[config.mk]
export PLATFORM = sky130hd
export DESIGN_NAME = iter_div_unit
export DESIGN_NICKNAME = d
export VERILOG_FILES = /design/src/rtl/iter_div_unit.sv
export SDC_FILE = /design/constraint.sdc
export NUM_CORES = 2
export LEC_CHECK = 0
export BUFFER_PORTS_ARGS = -buffer_cell sky130_fd_sc_hd__buf_2
export CAP_MARGIN = 20
export CORE_ASPECT_RATIO = 1.1
export CORE_MARGIN = 4
export CORE_UTILIZATION = 60
export DETAILED_ROUTE_END_ITERATION = 8
export PLACE_DENSITY = 0.84
export REMOVE_ABC_BUFFERS = 1
export SLEW_MARGIN = 10
export SYNTH_ARGS = -nofsm -noshare
export SYNTH_HDL_FRONTEND = slang
export SYNTH_SLANG_ARGS = --single-unit
[constraint.sdc]
create_clock -name clk -period 4.4 [get_ports clk]
set_clock_uncertainty 0.15 [all_clocks]
set_input_delay 0.44 -clock clk [delete_from_list [all_inputs] [get_ports clk]]
set_output_delay 0.44 -clock clk [all_outputs]
set_load 0.03 [all_outputs]
[src/rtl/iter_div_unit.sv]
// Radix-2 restoring divider for the EX stage: DIV/DIVU/REM/REMU and W variants.
// Divide-by-zero and signed overflow bypass the iteration and finish in one cycle.
module iter_div_unit #(
  parameter int XLEN = 64
) (
  input  logic            clk,
  input  logic            rst,
  input  logic            div_start,
  input  logic            div_signed,
  input  logic            div_32,
  input  logic            div_res_sel,
  input  logic [XLEN-1:0] div_data1,
  input  logic [XLEN-1:0] div_data2,
  input  logic            cancel,
  output logic [XLEN-1:0] div_result,
  output logic            div_over,
  output logic            div_busy
);

  localparam int HALF = XLEN / 2;
  localparam int CW   = $clog2(XLEN);

  typedef enum logic [1:0] {S_IDLE, S_BUSY, S_END} state_e;

  state_e            state_q, state_d;
  logic [XLEN-1:0]   dividend_q, divisor_q, rem_q, quot_q, special_q, result_q;
  logic [CW-1:0]     count_q;
  logic              negQ_q, negR_q, is32_q, resSel_q, isSpecial_q, over_q;

  logic [XLEN-1:0]   op1Ext, op2Ext, op1Zext, op2Zext, mag1, mag2;
  logic              sign1, sign2, divZero, overflow;
  logic [XLEN-1:0]   specialRes, dividendLoad;
  logic [XLEN:0]     remShift;
  logic              stepBit;
  logic [XLEN-1:0]   stepRem, quotSigned, remSigned, selRes, finalRes;
  logic [CW-1:0]     lastCount;

  // W operands: sign-extended view for signed math, zero-extended view for unsigned
  always_comb begin
    op1Ext   = div_32 ? {{HALF{div_data1[HALF-1]}}, div_data1[HALF-1:0]} : div_data1;
    op2Ext   = div_32 ? {{HALF{div_data2[HALF-1]}}, div_data2[HALF-1:0]} : div_data2;
    op1Zext  = div_32 ? {{HALF{1'b0}}, div_data1[HALF-1:0]} : div_data1;
    op2Zext  = div_32 ? {{HALF{1'b0}}, div_data2[HALF-1:0]} : div_data2;
    sign1    = div_signed & op1Ext[XLEN-1];
    sign2    = div_signed & op2Ext[XLEN-1];
    mag1     = sign1 ? -op1Ext : op1Zext;
    mag2     = sign2 ? -op2Ext : op2Zext;
    divZero  = (op2Zext == '0);
    overflow = div_signed && (op2Ext == '1) &&
               (div_32 ? (div_data1[HALF-1:0] == {1'b1, {(HALF-1){1'b0}}})
                       : (div_data1 == {1'b1, {(XLEN-1){1'b0}}}));
    if (divZero)
      specialRes = div_res_sel ? '1 : op1Ext;
    else
      specialRes = div_res_sel ? op1Ext : '0;
    // W dividends are left-aligned so the iteration always consumes bit XLEN-1 first
    dividendLoad = div_32 ? {mag1[HALF-1:0], {HALF{1'b0}}} : mag1;
  end

  always_comb begin
    remShift   = {rem_q, dividend_q[XLEN-1]};
    stepBit    = (remShift >= {1'b0, divisor_q});
    stepRem    = stepBit ? (remShift[XLEN-1:0] - divisor_q) : remShift[XLEN-1:0];
    lastCount  = is32_q ? CW'(HALF - 1) : CW'(XLEN - 1);
    quotSigned = negQ_q ? -quot_q : quot_q;
    remSigned  = negR_q ? -rem_q : rem_q;
    if (isSpecial_q)
      selRes = special_q;
    else
      selRes = resSel_q ? quotSigned : remSigned;
    finalRes   = is32_q ? {{HALF{selRes[HALF-1]}}, selRes[HALF-1:0]} : selRes;
  end

  always_ff @(posedge clk) begin
    if (rst) state_q <= S_IDLE;
    else     state_q <= state_d;
  end

  always_comb begin
    state_d = state_q;
    case (state_q)
      S_IDLE: if (div_start && !cancel) state_d = (divZero || overflow) ? S_END : S_BUSY;
      S_BUSY: if (cancel) state_d = S_IDLE;
              else if (count_q == lastCount) state_d = S_END;
      S_END:  state_d = S_IDLE;
      default: state_d = S_IDLE;
    endcase
  end

  always_comb begin
    div_busy   = (state_q != S_IDLE);
    div_over   = over_q;
    div_result = result_q;
  end

  always_ff @(posedge clk) begin
    if (rst) begin
      dividend_q  <= '0;
      divisor_q   <= '0;
      rem_q       <= '0;
      quot_q      <= '0;
      special_q   <= '0;
      result_q    <= '0;
      count_q     <= '0;
      negQ_q      <= 1'b0;
      negR_q      <= 1'b0;
      is32_q      <= 1'b0;
      resSel_q    <= 1'b0;
      isSpecial_q <= 1'b0;
      over_q      <= 1'b0;
    end else begin
      over_q <= (state_q == S_END) && !cancel;
      case (state_q)
        S_IDLE: if (div_start && !cancel) begin
          dividend_q  <= dividendLoad;
          divisor_q   <= mag2;
          rem_q       <= '0;
          quot_q      <= '0;
          count_q     <= '0;
          negQ_q      <= sign1 ^ sign2;
          negR_q      <= sign1;
          is32_q      <= div_32;
          resSel_q    <= div_res_sel;
          isSpecial_q <= divZero || overflow;
          special_q   <= specialRes;
        end
        S_BUSY: if (!cancel) begin
          dividend_q <= {dividend_q[XLEN-2:0], 1'b0};
          rem_q      <= stepRem;
          quot_q     <= {quot_q[XLEN-2:0], stepBit};
          count_q    <= count_q + 1'b1;
        end
        S_END: if (!cancel) result_q <= finalRes;
        default: ;
      endcase
    end
  end

endmodule

==> flow_summary.json <==
{
  "num_rows": 81,
  "finalPower_mw": 9.41,
  "place.gp.congestion": 0.976,
  "cts-resized-gates": 0,
  "postCtsSetupRepairBufs": 0,
  "ir_drop_mv": 0.306,
  "hold_ws_ns": 0.0216,
  "dpl_cell_area_um2": 28900,
  "powerDensity_nw_per_um2": 309,
  "syn_to_final_growth_pct": 11.0,
  "routed_via_density": 6.58,
  "synth_top_cell_by_area": "dfxtp_1",
  "setup_viol": 0,
  "instances_no_fill": 4413,
  "grt_pass1_vias": 26869,
  "start_util": 0.612,
  "wl_per_cell_um": 21.1,
  "pre_cts_slack_ns": 0.295,
  "status": "finished, final reports clean",
  "clk_latency_ns": 0.59,
  "clk_pin_slew_ns": 0.06,
  "slew_violations": 0,
  "crit_required_ns": 4.76,
  "cts_inserted_buffers": 44,
  "hp-class": "in2reg",
  "switching_share": 0.297,
  "tightestPinTransition_ns": 1.15,
  "finalCritPeriodShare": 0.959,
  "final_cell_mix": "402 x nor2_1, 399 x nand2_1, 394 x dfxtp_1, 291 x a21oi_1, 288 x o21ai_0",
  "hold_depth": 3,
  "cp-start-kind": "flop",
  "fin_nets": 4006,
  "critPathKind": "reg2reg",
  "syn-cell-area_um2": 27400,
  "p_int_mw": 6.62,
  "overflow": 0,
  "arrival_ns": 4.59,
  "synth_area_leaders": "dfxtp_1 29%, nor2_1 5.6%, nand2_1 5.5%",
  "ys_seq_area_frac": 0.291,
  "avgSynthCellArea_um2": 7.30,
  "io_buffers": 200,
  "switching_power_mw": 2.80,
  "synth_top_area_share": 0.291,
  "grt_max_degree": 144,
  "synthCells": 3753,
  "layout_commonest_cell": "nor2_1",
  "cts_sinks": 398,
  "core_um2": 44800,
  "die_y_um": 232,
  "crit_fanout": 21,
  "maxCapViolCount": 0,
  "postRouteAntennaNets": 0,
  "cts_max_path_buffers": 3,
  "htree_num_levels": 2,
  "grt_pass1_wl_um": 146000,
  "p_leak_nw": 11.8,
  "synth_ff_type": "dfxtp_1",
  "clkPwrFrac": 0.411,
  "track_usage": 0.363,
  "relSlewSlack": 0.231,
  "worst_slack_ns": 0.178,
  "hold_viol": 0,
  "fmax_mhz": 237,
  "drc": 0,
  "end_kind": "flop",
  "synth-edff-count": 0,
  "drt-total-wl_um": 93100,
  "ys_ff_latch": 398,
  "grt_antenna_before_repair": 2,
  "yosysWarnings": 0,
  "routed-via-count": 29056,
  "power_frac_seq": 0.406,
  "drive_gt1_frac": 0.103,
  "dpl.cell_count": 4331,
  "first_iter_violations": 3412,
  "io_pins": 201,
  "setup-tns-final_ns": 0,
  "grt_setup_unrepaired": "false",
  "die_x_um": 212,
  "hpwl_um": 67500,
  "synth.distinct_cells": 81,
  "design.die.area_um2": 49200,
  "synth_async_sr_flop_share": 0,
  "drtPass1Iterations": 8,
  "period_minus_slack_ns": 4.22,
  "cts_root_buf": "clkbuf_16",
  "utilization": 0.679,
  "p_comb_frac": 0.183,
  "rr_worst_depth": 10,
  "stdcell_area_um2": 30400,
  "cts_tree": "done"
}
area by class of cell:
type,count,area [µm²]
Sequential cell,398,7970
Timing Repair Buffer,286,1790
Clock inverter,9,203
Inverter,129,484
Fill cell,3879,14400
Antenna cell,3,7.51
Multi-Input combinational cell,2941,18000
Clock buffer,66,1280
Tap cell,581,727
synthesized netlist by cell type, types with 19 or more instances:
| master | count |
|---|---|
| nor2_1 | 406 |
| nand2_1 | 399 |
| dfxtp_1 | 398 |
| a21oi_1 | 291 |
| o21ai_0 | 288 |
| clkbuf_1 | 257 |
| xnor2_1 | 153 |
| a211oi_1 | 151 |
| nor3_1 | 145 |
| xor2_1 | 141 |
| inv_1 | 127 |
| nand3_1 | 118 |
| ha_1 | 70 |
| o31ai_1 | 63 |
| a311oi_1 | 47 |
| mux2i_1 | 45 |
| nand4_1 | 44 |
| a21o_1 | 41 |
| a31oi_1 | 37 |
| a221oi_1 | 36 |
| nor4_1 | 36 |
| a22oi_1 | 35 |
| or4_1 | 33 |
| o41ai_1 | 32 |
| or3_1 | 31 |
| buf_1 | 25 |
| maj3_1 | 23 |
| and3_1 | 21 |
| o211ai_1 | 21 |
| nand2b_1 | 19 |
| o21bai_1 | 19 |
registers in the layout, summed over array words and instances, names as in the netlist, 2 cells and up:
signal,cells
rem_q,64
div_result,64
dividend_q,64
special_q,64
count_q,6
state_q,2
quot_q,64
divisor_q,64
kinds of logic (layout without fill, tap and decap cells):
group	Yosys count	count (layout)	synth area share
AND/OR/NAND/NOR	1329	1329	0.222
AO/OA/AOI/OAI	1174	1174	0.277
buffers and inverters	414	490	0.0568
flip-flops	398	398	0.291
XOR/XNOR	294	294	0.0939
adder cells (fa/ha/maj)	94	94	0.0411
multiplexers	50	50	0.0185
other	0	3	0
power groups by stage:
stage               logic [mW]  registers, mW  clock network, mW
floorplan                 1.06           3.88                  0
global placement          1.65           3.89                  0
detailed placement        1.66           3.89                  0
CTS                       1.67           3.82               3.90
global route              1.86           3.83               4.04
finish                    1.72           3.82               3.87
worst max-delay path, cell delays in order, from the launching register on:
cell	delay, ns
dfxtp_1	0.37
ha_1	0.44
and3_1	0.26
nand2_1	0.15
or3_1	0.35
a2111oi_0	0.42
nor2_1	0.16
o311ai_4	0.95
buf_4	0.40
mux2_2	0.36
o21ai_0	0.12
final timing paths:
check	startpoint	to	slack (ns)
max	rem_q[34]	rem_q[54]	0.18
min	div_data1[3]	special_q[3]	0.02
max reg2reg	rem_q[34]	rem_q[54]	0.18
min reg2reg	special_q[40]	special_q[40]	0.30
what timing repair did:
| item | CTS | global route |
|---|---|---|
| endpoints found under the setup margin | 0 | 0 |
| hold endpoints to repair | 4 | 0 |
| hold buffers | 4 | 0 |
routing by layer:
| layer | vias to the layer above | track usage | wire length (µm) | share of wire |
|---|---|---|---|---|
| met5 | - | 0 | 13 | 0.00014 |
| met4 | 2 | 0.179 | 5440 | 0.058 |
| met3 | 324 | 0.0597 | 8550 | 0.092 |
| met2 | 1562 | 0.575 | 41700 | 0.45 |
| met1 | 13416 | 0.479 | 37400 | 0.40 |
| li1 | 13752 | - | - | - |
(Power assumes the default switching activity.)
